**src/rtl/cache_fill_pkg.sv**
```systemverilog
// rtl/cache_fill_pkg.sv - shared types and constants for the cache fill arbiter
package cache_fill_pkg;

  localparam int NUM_SRC = 6;

  typedef enum logic [2:0] {
    SEL_NONE  = 3'd0,
    SEL_AHB   = 3'd1,
    SEL_SRAM1 = 3'd2,
    SEL_SRAM2 = 3'd3,
    SEL_SD1   = 3'd4,
    SEL_SD2   = 3'd5,
    SEL_SD3   = 3'd6
  } src_sel_t;

  typedef enum logic [1:0] {
    IDLE = 2'd0,
    XFER = 2'd1,
    DONE = 2'd2
  } fill_state_t;

endpackage

```
**src/rtl/cache_fill_arbiter_rr_pick6.sv**
```systemverilog
// rtl/cache_fill_arbiter_rr_pick6.sv - combinational round-robin picker over six requesters
module rr_pick6
  import cache_fill_pkg::*;
(
  input  logic [5:0] req,
  input  logic [2:0] ptr,
  input  logic       ahb_prio,
  output logic       any,
  output logic [2:0] idx
);

  logic       found;
  logic [3:0] pos;

  always_comb begin
    any   = |req;
    idx   = 3'd0;
    found = 1'b0;
    pos   = 4'd0;
    // Scan upward from ptr with wrap; the first requester seen wins.
    for (int k = 0; k < NUM_SRC; k++) begin
      pos = 4'(ptr) + 4'(k);
      if (pos >= 4'(NUM_SRC)) pos = pos - 4'(NUM_SRC);
      if (!found && req[pos[2:0]]) begin
        idx   = pos[2:0];
        found = 1'b1;
      end
    end
    if (ahb_prio && req[0]) idx = 3'd0;
  end

endmodule

```
**src/rtl/cache_fill_arbiter.sv**
```systemverilog
// rtl/cache_fill_arbiter.sv - six-source cache fill burst arbiter
// AHB_PRIORITY_EN: when defined, AHB (req[0]) always wins in IDLE.
module cache_fill_arbiter
  import cache_fill_pkg::*;
#(
  parameter int ADDR_W    = 8,
  parameter int BURST_LEN = 8,
  parameter int TIMEOUT   = 255
) (
  input  logic                  clk,
  input  logic                  rst,
  input  logic [5:0]            req,
  input  logic [6*ADDR_W-1:0]   req_addr,
  input  logic [5:0]            src_valid,
  output logic [5:0]            gnt,
  output logic [2:0]            select_out,
  output logic                  cache_we,
  output logic [ADDR_W-1:0]     cache_addr,
  output logic [5:0]            fill_done,
  output logic                  fill_err,
  output logic                  busy
);

  localparam int BEAT_W = $clog2(BURST_LEN + 1);
  localparam int IDLE_W = $clog2(TIMEOUT + 1);

`ifdef AHB_PRIORITY_EN
  localparam logic AHB_PRIO = 1'b1;
`else
  localparam logic AHB_PRIO = 1'b0;
`endif

  fill_state_t         state_q, state_d;
  logic [5:0]          gnt_q, gnt_d;
  logic [2:0]          win_q, win_d;
  logic [ADDR_W-1:0]   base_q, base_d;
  logic [BEAT_W-1:0]   beat_q, beat_d;
  logic [IDLE_W-1:0]   idle_cnt_q, idle_cnt_d;
  logic [2:0]          rr_ptr_q, rr_ptr_d;
  logic                err_q, err_d;

  logic                pick_any;
  logic [2:0]          pick_idx;

  rr_pick6 u_pick (
    .req      (req),
    .ptr      (rr_ptr_q),
    .ahb_prio (AHB_PRIO),
    .any      (pick_any),
    .idx      (pick_idx)
  );

  always_ff @(posedge clk) begin
    if (rst) begin
      state_q    <= IDLE;
      gnt_q      <= '0;
      win_q      <= '0;
      base_q     <= '0;
      beat_q     <= '0;
      idle_cnt_q <= '0;
      rr_ptr_q   <= '0;
      err_q      <= 1'b0;
    end else begin
      state_q    <= state_d;
      gnt_q      <= gnt_d;
      win_q      <= win_d;
      base_q     <= base_d;
      beat_q     <= beat_d;
      idle_cnt_q <= idle_cnt_d;
      rr_ptr_q   <= rr_ptr_d;
      err_q      <= err_d;
    end
  end

  always_comb begin
    state_d    = state_q;
    gnt_d      = gnt_q;
    win_d      = win_q;
    base_d     = base_q;
    beat_d     = beat_q;
    idle_cnt_d = idle_cnt_q;
    rr_ptr_d   = rr_ptr_q;
    err_d      = err_q;
    case (state_q)
      IDLE: begin
        if (pick_any) begin
          state_d    = XFER;
          win_d      = pick_idx;
          gnt_d      = 6'b1 << pick_idx;
          base_d     = req_addr[int'(pick_idx)*ADDR_W +: ADDR_W];
          beat_d     = '0;
          idle_cnt_d = '0;
          err_d      = 1'b0;
        end
      end
      XFER: begin
        if (src_valid[win_q]) begin
          beat_d     = beat_q + 1'b1;
          idle_cnt_d = '0;
          if (beat_q == BEAT_W'(BURST_LEN - 1)) begin
            state_d = DONE;
            gnt_d   = '0;
            err_d   = 1'b0;
          end
        end else begin
          idle_cnt_d = idle_cnt_q + 1'b1;
          // The cycle that brings the idle count to TIMEOUT is the abort cycle.
          if (idle_cnt_q == IDLE_W'(TIMEOUT - 1)) begin
            state_d = DONE;
            gnt_d   = '0;
            err_d   = 1'b1;
          end
        end
      end
      DONE: begin
        state_d = IDLE;
        if (!(AHB_PRIO && win_q == 3'd0)) begin
          rr_ptr_d = (win_q == 3'(NUM_SRC - 1)) ? 3'd0 : win_q + 3'd1;
        end
      end
      default: state_d = IDLE;
    endcase
  end

  always_comb begin
    gnt        = gnt_q;
    busy       = (state_q != IDLE);
    select_out = SEL_NONE;
    cache_we   = 1'b0;
    cache_addr = '0;
    fill_done  = '0;
    fill_err   = 1'b0;
    if (state_q == XFER) begin
      select_out = win_q + 3'(SEL_AHB);
      cache_we   = src_valid[win_q];
      cache_addr = base_q + ADDR_W'(beat_q);
    end
    if (state_q == DONE) begin
      fill_done = 6'b1 << win_q;
      fill_err  = err_q;
    end
  end

endmodule
```
**config.mk**
```make
export PLATFORM = sky130hd
export DESIGN_NAME = cache_fill_arbiter
export DESIGN_NICKNAME = d
export VERILOG_FILES = /design/src/rtl/cache_fill_pkg.sv /design/src/rtl/cache_fill_arbiter_rr_pick6.sv /design/src/rtl/cache_fill_arbiter.sv
export SDC_FILE = /design/constraint.sdc
export NUM_CORES = 1
export LEC_CHECK = 0
export CAP_MARGIN = 20
export CORE_MARGIN = 1.5
export CORE_UTILIZATION = 50
export DETAILED_ROUTE_END_ITERATION = 8
export GPL_ROUTABILITY_DRIVEN = 0
export PLACE_DENSITY = 0.89
export SYNTH_ARGS = -nofsm -noshare
export SYNTH_HDL_FRONTEND = slang
export SYNTH_SLANG_ARGS = --single-unit
```
**constraint.sdc**
```tcl
create_clock -name clk -period 4.1 [get_ports clk]
set_input_delay 0.615 -clock clk [delete_from_list [all_inputs] [get_ports clk]]
set_output_delay 0.615 -clock clk [all_outputs]
set_load 0.03 [all_outputs]
```
# Word-level counts from Yosys, hierarchy flattened
# Cells that the tools add are included.
dict set report totals {
  register_bits 35
  input_bits 62
  output_inout_bits 26
  elab_cells 125
}
dict set report op_classes {
  addsub 15
  order_cmp 13
  n_eq_ne 9
  shift 3
  mux 58
  n_reduce_logical 19
}
# operator count
set ops {}
lappend ops {{$shiftx A48 B7 Y8} 1}
lappend ops {{$mux W3} 14}
lappend ops {{$mux W6} 5}
lappend ops {{$lt A3 B4 Y1 const B} 7}
lappend ops {{$mux W8} 3}
lappend ops {{$bmux W1 S3} 7}
lappend ops {{$ge A4 B3 Y1 const B} 5}
lappend ops {{$mux W1} 18}
lappend ops {{$sub A3 B3 Y3 const B} 6}
lappend ops {{$pmux W8 S2} 1}
lappend ops {{$pmux W6 S2} 1}
lappend ops {{$shl A1 B3 Y6 const A} 2}
lappend ops {{$add A3 B2 Y4 const B} 2}
lappend ops {{$add A3 B3 Y4 const B} 2}
lappend ops {{$add A8 B1 Y8 const B} 1}
lappend ops {{$add A8 B4 Y8} 1}
lappend ops {{$eq A8 B8 Y1 const B} 1}
lappend ops {{$mux W2} 4}
lappend ops {{$mux W4} 2}
lappend ops {{$pmux W4 S2} 1}
lappend ops {{$ne A3 B3 Y1 const B} 2}
lappend ops {{$reduce_and A3 Y1} 2}
lappend ops {{$reduce_or A6 Y1} 1}
lappend ops {{$logic_and A1 B1 Y1} 5}
lappend ops {{other kinds (16)} 23}

# Depth between registers and ports, before layout
# Gate-level depths: netlist (run 1).
dict set report logic_depth {
  word_depth 23
  mapped_depth 16
  mapped_depth_nobuf 10
}

# Cells and area by module
# From an unflattened synthesis (run 1), not the netlist that was laid out.
dict set report hier_totals {
  cells_unflattened 378
  hier_area_um2 3215.6
}
# mod instances cells_each area_per_inst_um2 seq_area_each_um2
set by_module_without_submodules {}
lappend by_module_without_submodules {cache_fill_arbiter 1 260 2301.0 700.7}
lappend by_module_without_submodules {rr_pick6 1 118 914.6 0.0}

# Least setup slack after synthesis (run 1)
# OpenSTA, ideal clock, no wires.
dict set report synth_path {
  path_type {register to register}
  start {register rr_ptr_q[0]}
  end {register base_q[0]}
  setup_ns 0.130
  t_arrival_ns 3.438
  required_time_ns 3.970
  path_slack_ns 0.532
  stages_incl_launch_ff 16
  path_buffers 5
  synth_period_minus_slack_ns 3.568
  path_cell_list {dfxtp_1 buf_6 buf_6 inv_1 ha_1 buf_2 buf_2 nand4_1 a22o_1 a2111oi_2 o211ai_1 a311oi_4 nor2_1 buf_2 a311oi_1 a32oi_1}
}
dict set report synth_via {
  elab_chain_len 21
  word_cells_on_any_way 57
  classes_between {11 x add/sub; 6 x order compare; 1 x shift; 29 x mux; 10 x reduce/logical}
}
# item line
set synth_lines {}
lappend synth_lines {{from (decl)} cache_fill_arbiter.sv:39} ;# logic [2:0] rr_ptr_q, rr_ptr_d;
lappend synth_lines {{from (signal assigned)} cache_fill_arbiter.sv:70} ;# rr_ptr_q <= rr_ptr_d;
lappend synth_lines {{branches (longest 19 deep; another with $add A3 B1 Y4)} -}
lappend synth_lines {{$mux W3 (*)} cache_fill_arbiter_rr_pick6.sv:24} ;# if (!found && req[pos[2:0]]) begin
lappend synth_lines {{$shiftx A48 B7 Y8 (*)} cache_fill_arbiter.sv:90} ;# base_d = req_addr[int'(pick_idx)*ADDR_W +: ADDR_W];
lappend synth_lines {{to (signal assigned)} cache_fill_arbiter.sv:67} ;# base_q <= base_d;
lappend synth_lines {{to (decl)} cache_fill_arbiter.sv:36} ;# logic [ADDR_W-1:0] base_q, base_d;
# Mark *: on every way between the ends. The select of a mux whose other input is x is not followed.
# A chain may end at the register's enable or synchronous reset.

# Worst setup path after layout (run 1)
dict set report layout_path {
  start {register rr_ptr_q[0]}
  end {register base_q[2]}
}
# The elaborated chain is that of the path after synthesis.

==> results.tsv, run 1 <==
metric	value	unit
p_sw_share	31.2	%
synthSimpleGateAreaFrac	26.2	%
finalSetupTns	0	ns
dp_hpwl	7800	um
finalSetupViolCount	0	
cts_buffers	5	
num-fill-cells	511	
die_h	85.7	um
insertedDiodeCount	0	
max_freq	260	MHz
combPwrFrac	30.7	%
synthDistinctLibCells	68	
ant_nets	0	
fin_crit	3.84	ns
drc	0	
synth_warnings	0	
layout-drive-gt1-share	9.00	%
required	4.32	ns
critical_path.max_fanout	17	
routed_via_density	6.45	
synth_compound_area_share	31.1	%
multiInputGateArea	2570	sq um
power.internal	0.708	mW
io_pins	88	
hold_viol	0	
wl_per_cell	17.7	um
reg2reg_from	rr_ptr_q[0]	
finalCritPeriodShare	93.7	%
synthesis.nets	516	
relSlewSlack	59.5	%
clk_pin_slew	0.07	ns
p_leak	1.67	nW
first_pass_iters	5	
grt_max_degree	45	
finalWirelength	10400	um
rr_endpoint	base_q[2]	
drv_cap	0	
groute.usage.overall	27.9	%
p_seq_share	37.1	%
p_clk_share	32.2	%
synthXorXnorAreaFrac	3.58	%
clk_latency	0.29	ns
h-tree-depth	2	
pre_cts_slack	0.131	ns
ys_seq_elements	35	
overflow	0	
syn_to_final_growth	30.4	%
seqCellArea	701	sq um
cp-end-kind	flip-flop	
synth_fa_ha_area_share	8.26	%
fp.dieW	85.7	um
synth_edf_count	0	
synthFlopType	dfxtp_1	
r2r_setup_slack	0.26	ns
cts_root_buf	clkbuf_8	
muxShareOfSynthArea	5.37	%
holdPathStages	2	
critPathKind	reg -> reg	
vdd_drop_max	0.260	mV
io_buffers	87	
synthCells	432	
netlist_area	3420	sq um
dieArea	7350	sq um
grt_pass1_wl	16700	um
finClkSkew	0.00173	ns
hold_end	err_q	
p_sw	0.321	mW
rows	29	
synth-async-reset-ratio	0	%
syn_area_per_cell	7.92	sq um
setup_ws	0.258	ns
via_count	3794	
cts_tree	built	
clock-sinks	35	
grt_pass1_vias	3570	
worstSetupStartpointType	flip-flop	
drt_iter0_drc	283	
rsz0062_at_grt	false	
initial_core_util	52.7	%
power-per-cell-area	230	nW/um^2
layout.nets	594	
cp.arrival	4.06	ns
ys_seq_area_share	20.5	%
grt_antenna_before_repair	0	
core-area	6490	sq um
clock_path_buffers	2	
reg2reg_depth	10	
synth_top_family_by_area	compound AO/OA/AOI/OAI gates	
status	completed	
min_path_type	reg -> reg	
hold_start	err_q	
slew_viol_final	0	
worst_pin_slew	0.592	ns
-- state kept, by name, summed over array words and instances (netlist names) --
name,flops
win_q,3
gnt,6
err_q,1
beat_q,4
idle_cnt_q,8
rr_ptr_q,3
base_q,8
state_q,2
-- worst max-delay path, stage by stage (launching register included) --
cell	delay, ns
dfxtp_1	0.59
inv_1	0.17
ha_2	0.54
nand4_1	0.17
a22o_1	0.28
a2111oi_2	0.46
o211ai_1	0.22
a311o_1	0.54
a21oi_2	0.48
nand2_1	0.13
a32oi_1	0.18
-- how the worst max path moves through the flow --
stage                start         to  slack [ns]  cells after the start
2_1_floorplan  rr_ptr_q[0]  base_q[0]        0.53                     15
3_3_place_gp        req[0]  base_q[6]        0.31                      9
3_5_place_dp        req[1]  base_q[6]        0.13                      9
4_1_cts        rr_ptr_q[0]  base_q[6]        0.20                     10
5_1_grt        rr_ptr_q[0]  base_q[5]        0.06                      9
6_report       rr_ptr_q[0]  base_q[2]        0.26                     10
-- per-stage QoR --
stage | utilization [%] | instance area [sq um] | std cells | power [mW] | hold slack (ns)
5_1_grt | 68.7 | 4460 | 588 | 1.07 | 0.526
3_5_place_dp | 66.7 | 4330 | 580 | 0.698 | 0.475
2_1_floorplan | - | 3420 | 432 | 0.564 | 0.447
4_1_cts | 68.5 | 4450 | 588 | 1.02 | 0.496
6_report | 68.7 | 4460 | 588 | 1.03 | 0.500
3_3_place_gp | 66.7 | 4330 | 580 | 0.690 | 0.464
-- placed cells by master, fill, tap and decap left out, types with 10 or more instances in the layout --
cell	instances
dfxtp_1	35
a21o_1	10
o211ai_1	14
clkdlybuf4s50_1	87
a311oi_1	12
buf_4	11
nand2_1	25
and3_1	13
o21ai_0	18
nand3_1	19
a21oi_1	22
nor2_1	44
and2_1	15
a32oi_1	13
nor3_1	13
o21bai_1	10
ha_1	20
-- cell families (layout without fill, tap and decap cells) --
logic type                 count (synthesis)  count (layout)
and+or+nand+nor                          168             168
AOI/OAI and AO/OA                        143             143
DFF                                       35              35
buffers and inverters                     35             114
adders and majority gates                 22              22
muxes                                     15              15
xor gates and xnor gates                  14              14
-- cell usage after synthesis, types with 9 or more instances --
master	n	area, sq um
nor3_1	13	65.1
a21o_1	10	75.1
clkbuf_1	12	45.0
and3_1	13	81.3
nor2_1	45	169
and2_1	15	93.8
dfxtp_1	35	701
o21bai_1	10	75.1
a21oi_1	23	115
ha_1	21	263
a32oi_1	14	123
nand2_1	25	93.8
nand3_1	19	95.1
a311oi_1	12	105
buf_2	9	45.0
o211ai_1	14	105
o21ai_0	18	90.1
-- cell type report --
class,count,area share [%]
clock buffer,6,1.85
sequential,35,15.7
timing repair buffer,98,21.4
multi-input combinational,362,57.5
tap,77,2.16
clock inverter,2,0.785
inverter,8,0.673
-- what timing repair did --
action,CTS,global route
hold endpoints to repair,0,0
hold buffers,0,0
endpoints found under the setup margin,0,8
gates resized for setup,0,3
buffers inserted,0,0
-- power groups by stage --
stage | sequential (mW) | clock [mW] | combinational [mW]
4_1_cts | 0.380 | 0.329 | 0.312
6_report | 0.381 | 0.332 | 0.316
5_1_grt | 0.383 | 0.344 | 0.340
2_1_floorplan | 0.383 | 0 | 0.181
3_5_place_dp | 0.388 | 0 | 0.310
3_3_place_gp | 0.387 | 0 | 0.303
-- per-layer routing --
layer	share of wire (%)	vias to the layer above	track usage [%]	wire length (um)
met5	0	-	0	0
met4	2.6	0	10.1	268
met3	6.4	29	3.37	671
met2	50	171	47.8	5260
met1	41	1795	36.2	4220
li1	-	1799	-	-
Power figures use the tool's default switching activity.
==> run 2: changes to the inputs <==
Settings changed: CORE_MARGIN 1.5 to 2.
==> results.tsv, run 2 (synthesis results as in run 1) <==
metric	value	unit
hold_start	err_q	
final_cells	593	
first_pass_iters	5	
drv_cap	0	
cp-end-kind	flip-flop	
clock_path_buffers	2	
vdd_drop_max	0.191	mV
clk_latency	0.29	ns
slew_viol_final	0	
reg2reg_depth	10	
dieArea	7520	sq um
critPathKind	reg -> reg	
grt_max_degree	45	
dp_hpwl	7770	um
critical_path.max_fanout	17	
r2r_setup_slack	0.27	ns
cts-resized-gates	0	
worstSetupStartpointType	flip-flop	
io_pins	88	
grt_pass1_vias	3551	
initial_core_util	50.9	%
most-common-layout-cells	clkdlybuf4s50_1, nor2_1, dfxtp_1	
cts_root_buf	clkbuf_8	
grt_pass1_wl	16200	um
clock-sinks	35	
setup.worst_path.start	rr_ptr_q[0]	
hold_end	err_q	
cp.arrival	3.99	ns
final_common_cell	clkdlybuf4s50_1	
holdPathStages	2	
overflow	0	
required	4.26	ns
insertedDiodeCount	0	
worst_pin_slew	0.891	ns
finalSetupTns	0	ns
finalCritPeriodShare	93.5	%
layout-drive-gt1-share	8.38	%
drt_iter0_drc	378	
layout.nets	596	
drc	0	
core-area	6720	sq um
setup_ws	0.266	ns
max_freq	261	MHz
routed_via_density	6.39	
fin_crit	3.83	ns
die_h	86.7	um
fp.dieW	86.7	um
rows	30	
cts_tree	built	
syn_to_final_growth	29.5	%
cts_buffers	5	
groute.usage.overall	26.6	%
finalWirelength	10200	um
fin_util	66.0	%
relSlewSlack	40.6	%
wl_per_cell	17.2	um
finClkSkew	0.00894	ns
finalSetupViolCount	0	
power-per-cell-area	212	nW/um^2
p_leak	1.66	nW
pre_cts_slack	0.0768	ns
h-tree-depth	2	
min_path_type	reg -> reg	
clk_pin_slew	0.07	ns
placed_cells	585	
postCtsSetupBuffers	0	
ant_nets	0	
grt_antenna_before_repair	0	
status	completed	
rr_endpoint	base_q[6]	
cts_hold_buf	0	
via_count	3790	
hold_viol	0	
rsz0062_at_grt	false	
io_buffers	87	
total_power	0.942	mW
reg2reg_from	rr_ptr_q[0]	
-- run 2: critical path, cell delays in order (launching register included) --
cell	delay, ns
dfxtp_1	0.36
buf_4	0.18
inv_1	0.09
ha_1	0.52
and4_1	0.27
or3_4	0.42
nor4b_4	0.49
a32o_1	0.53
nor2_1	0.33
a311oi_1	0.36
a32oi_1	0.16
-- run 2: worst max-delay path by stage --
stage          slack [ns]  cells after the start         to
2_1_floorplan        0.53                     15  base_q[0]
3_3_place_gp         0.26                      9  base_q[5]
3_5_place_dp         0.08                      9  base_q[6]
4_1_cts              0.32                     10  base_q[6]
5_1_grt              0.07                     10  base_q[5]
6_report             0.27                     10  base_q[6]
-- run 2: layer usage --
metal | global-route usage, % | part of all wire (%)
met3 | 3.14 | 7.1
met1 | 34.2 | 40
met4 | 8.52 | 2.5
met2 | 46.4 | 51
met5 | 0 | 0
-- run 2: where the power goes --
part	total, mW	switching, mW	internal (mW)	leakage (nW)
Combinational	0.315	0.162	0.153	1.33
Sequential	0.381	0.0237	0.358	0.285
Clock	0.246	0.126	0.119	0.0422
-- run 2: per-stage QoR --
stage	area (sq um)	hold slack (ns)
after CTS	4430	0.486
after global placement	4350	0.462
final	4430	0.491
after global routing	4430	0.534
after detailed placement	4350	0.471
after floorplan	3420	0.447
-- run 2: area by class of cell --
type	count	area [sq um]
repair buffers	100	968
clock inverters	1	5.00
well taps	80	100
inverters	8	30.0
clock buffers	7	76.3
fillers	540	2280
flip-flops and latches	35	701
multi-input cells	362	2550
==> variant (flow settings as in run 1) <==
Put a register stage on the output `fill_err`, cleared by the reset. The value now appears one clock later. The other outputs are not delayed to match.
--- a/src/rtl/cache_fill_arbiter.sv
+++ b/src/rtl/cache_fill_arbiter.sv
@@ -23,6 +23,8 @@
 
   localparam int BEAT_W = $clog2(BURST_LEN + 1);
   localparam int IDLE_W = $clog2(TIMEOUT + 1);
+
+  logic fill_err_d;
 
 `ifdef AHB_PRIORITY_EN
   localparam logic AHB_PRIO = 1'b1;
@@ -129,7 +131,7 @@
     cache_we   = 1'b0;
     cache_addr = '0;
     fill_done  = '0;
-    fill_err   = 1'b0;
+    fill_err_d = 1'b0;
     if (state_q == XFER) begin
       select_out = win_q + 3'(SEL_AHB);
       cache_we   = src_valid[win_q];
@@ -137,7 +139,15 @@
     end
     if (state_q == DONE) begin
       fill_done = 6'b1 << win_q;
-      fill_err  = err_q;
+      fill_err_d = err_q;
+    end
+  end
+
+  always_ff @(posedge clk) begin
+    if (rst) begin
+      fill_err <= '0;
+    end else begin
+      fill_err <= fill_err_d;
     end
   end
 
Check against the original RTL: no difference found for any inputs over 4 cycles, from zero or initial values and one cycle with rst high; that may be too few to reach the edited logic, so the function may still have changed.
==> variant against run 1 <==
The flow now finishes with violations (DRC). Synthesized cell count fell by 4.6%. Total power fell by 4.4%. Cell area fell by 0.87%. Non-clock buffer count fell by 4. Core utilization fell by 0.21 points. Wire length fell by 11%. Clock power fell by 20%. Area after synthesis fell by 0.58%. Sequential cell count rose by 1. Sequential power rose by 3%. Critical path depth rose by 3. Combinational power rose by 3%. Setup slack improved by 17 ps. Critical path type unchanged. Largest cell class unchanged. Largest power group unchanged.
==> variant: results <==
export IMPL_nets=578
export IMPL_clock_skew_ps=7.26
export IMPL_routed_wl_um=9270
export IMPL_crit_end="base_q[3]$_SDFFE_PP0P_"
export IMPL_p_sw_uw=309
export IMPL_critical_path_startpoint="rr_ptr_q[1]$_SDFFE_PP0P_"
export IMPL_syn_avg_cell_area_um2=8.26
export IMPL_met3_length_um=636
export IMPL_grt_pass1_vias=3272
export IMPL_met2_length_um=4570
export IMPL_drt_first_pass_iters=7
export IMPL_synth_cell_types=64
export IMPL_yosysSeqAreaShare=0.212
export IMPL_power_density_nw_per_um2=222
export IMPL_drc=5
export IMPL_hold_path_endpoint="gnt[3]$_SDFFE_PP0P_"
export IMPL_synthTopCellsByArea="dfxtp_1, mux2i_1, ha_1"
export IMPL_vias=3402
export IMPL_violations="DRC"
export IMPL_status="finished, violations left"
export IMPL_dp_hpwl_um=7190
export IMPL_rrSetupSlack_ps=270
export IMPL_synth_common_cells="nor2_1, dfxtp_1, mux2i_1, nand2_1, ha_1"
export IMPL_drt_initial_drc_count=288
export IMPL_hold_ws_ps=445
export IMPL_crit_path_max_fanout=29
export IMPL_p_seq_uw=393
export IMPL_place_area_um2=4330
export IMPL_diodes=0
export IMPL_wl_per_cell_um=16.2
export IMPL_track_usage=0.256
export IMPL_met1_length_um=3920
export IMPL_pre_cts_ws_ps=252
export IMPL_grt_max_degree=30
export IMPL_rr_worst_depth=13
export IMPL_insertion_delay_ps=290
export IMPL_drive_above_1_share=0.0869
export IMPL_p_leak_nw=1.67
export IMPL_slowest_delay_ps=490
export IMPL_peakVddDrop_uv=145
export IMPL_max_freq_mhz=261
export IMPL_grt_pass1_wl_um=15300
export IMPL_r2r_start="rr_ptr_q[1]$_SDFFE_PP0P_"
export IMPL_worstPathArrival_ps=4000
export IMPL_synth_nets=496
[variant: worst min-delay path, stage by stage, from the launching register on]
cell	delay (ps)
dfxtp_1	310
nand2_1	50
o21ai_1	50
[variant: area by class of cell]
cell class	instances	area (um2)
Clock buffer	7	86.3
Multi-Input combinational cell	341	2520
Sequential cell	36	721
Timing Repair Buffer	94	936
Inverter	16	60.1
Fill cell	517	2030
Clock inverter	1	7.51
Tap cell	77	96.3
[variant: kinds of logic after synthesis]
group,count (synthesis),share of synthesized area
adders and majority gates,23,0.0860
DFF,36,0.212
muxes,48,0.159
buffers and inverters,35,0.0522
AOI/OAI and AO/OA,103,0.218
xor gates and xnor gates,13,0.0357
and+or+nand+nor,154,0.237
[variant: layer usage]
metal	vias up	track usage
met5	-	0
met4	0	0.0748
met3	17	0.0462
met2	161	0.463
met1	1562	0.310
li1	1662	-
[variant: timing repair]
action / CTS / global route
hold endpoints to repair: 0 / 0
endpoints found under the setup margin: 0 / 6
hold buffers: 0 / 0
resized for setup: 0 / 1
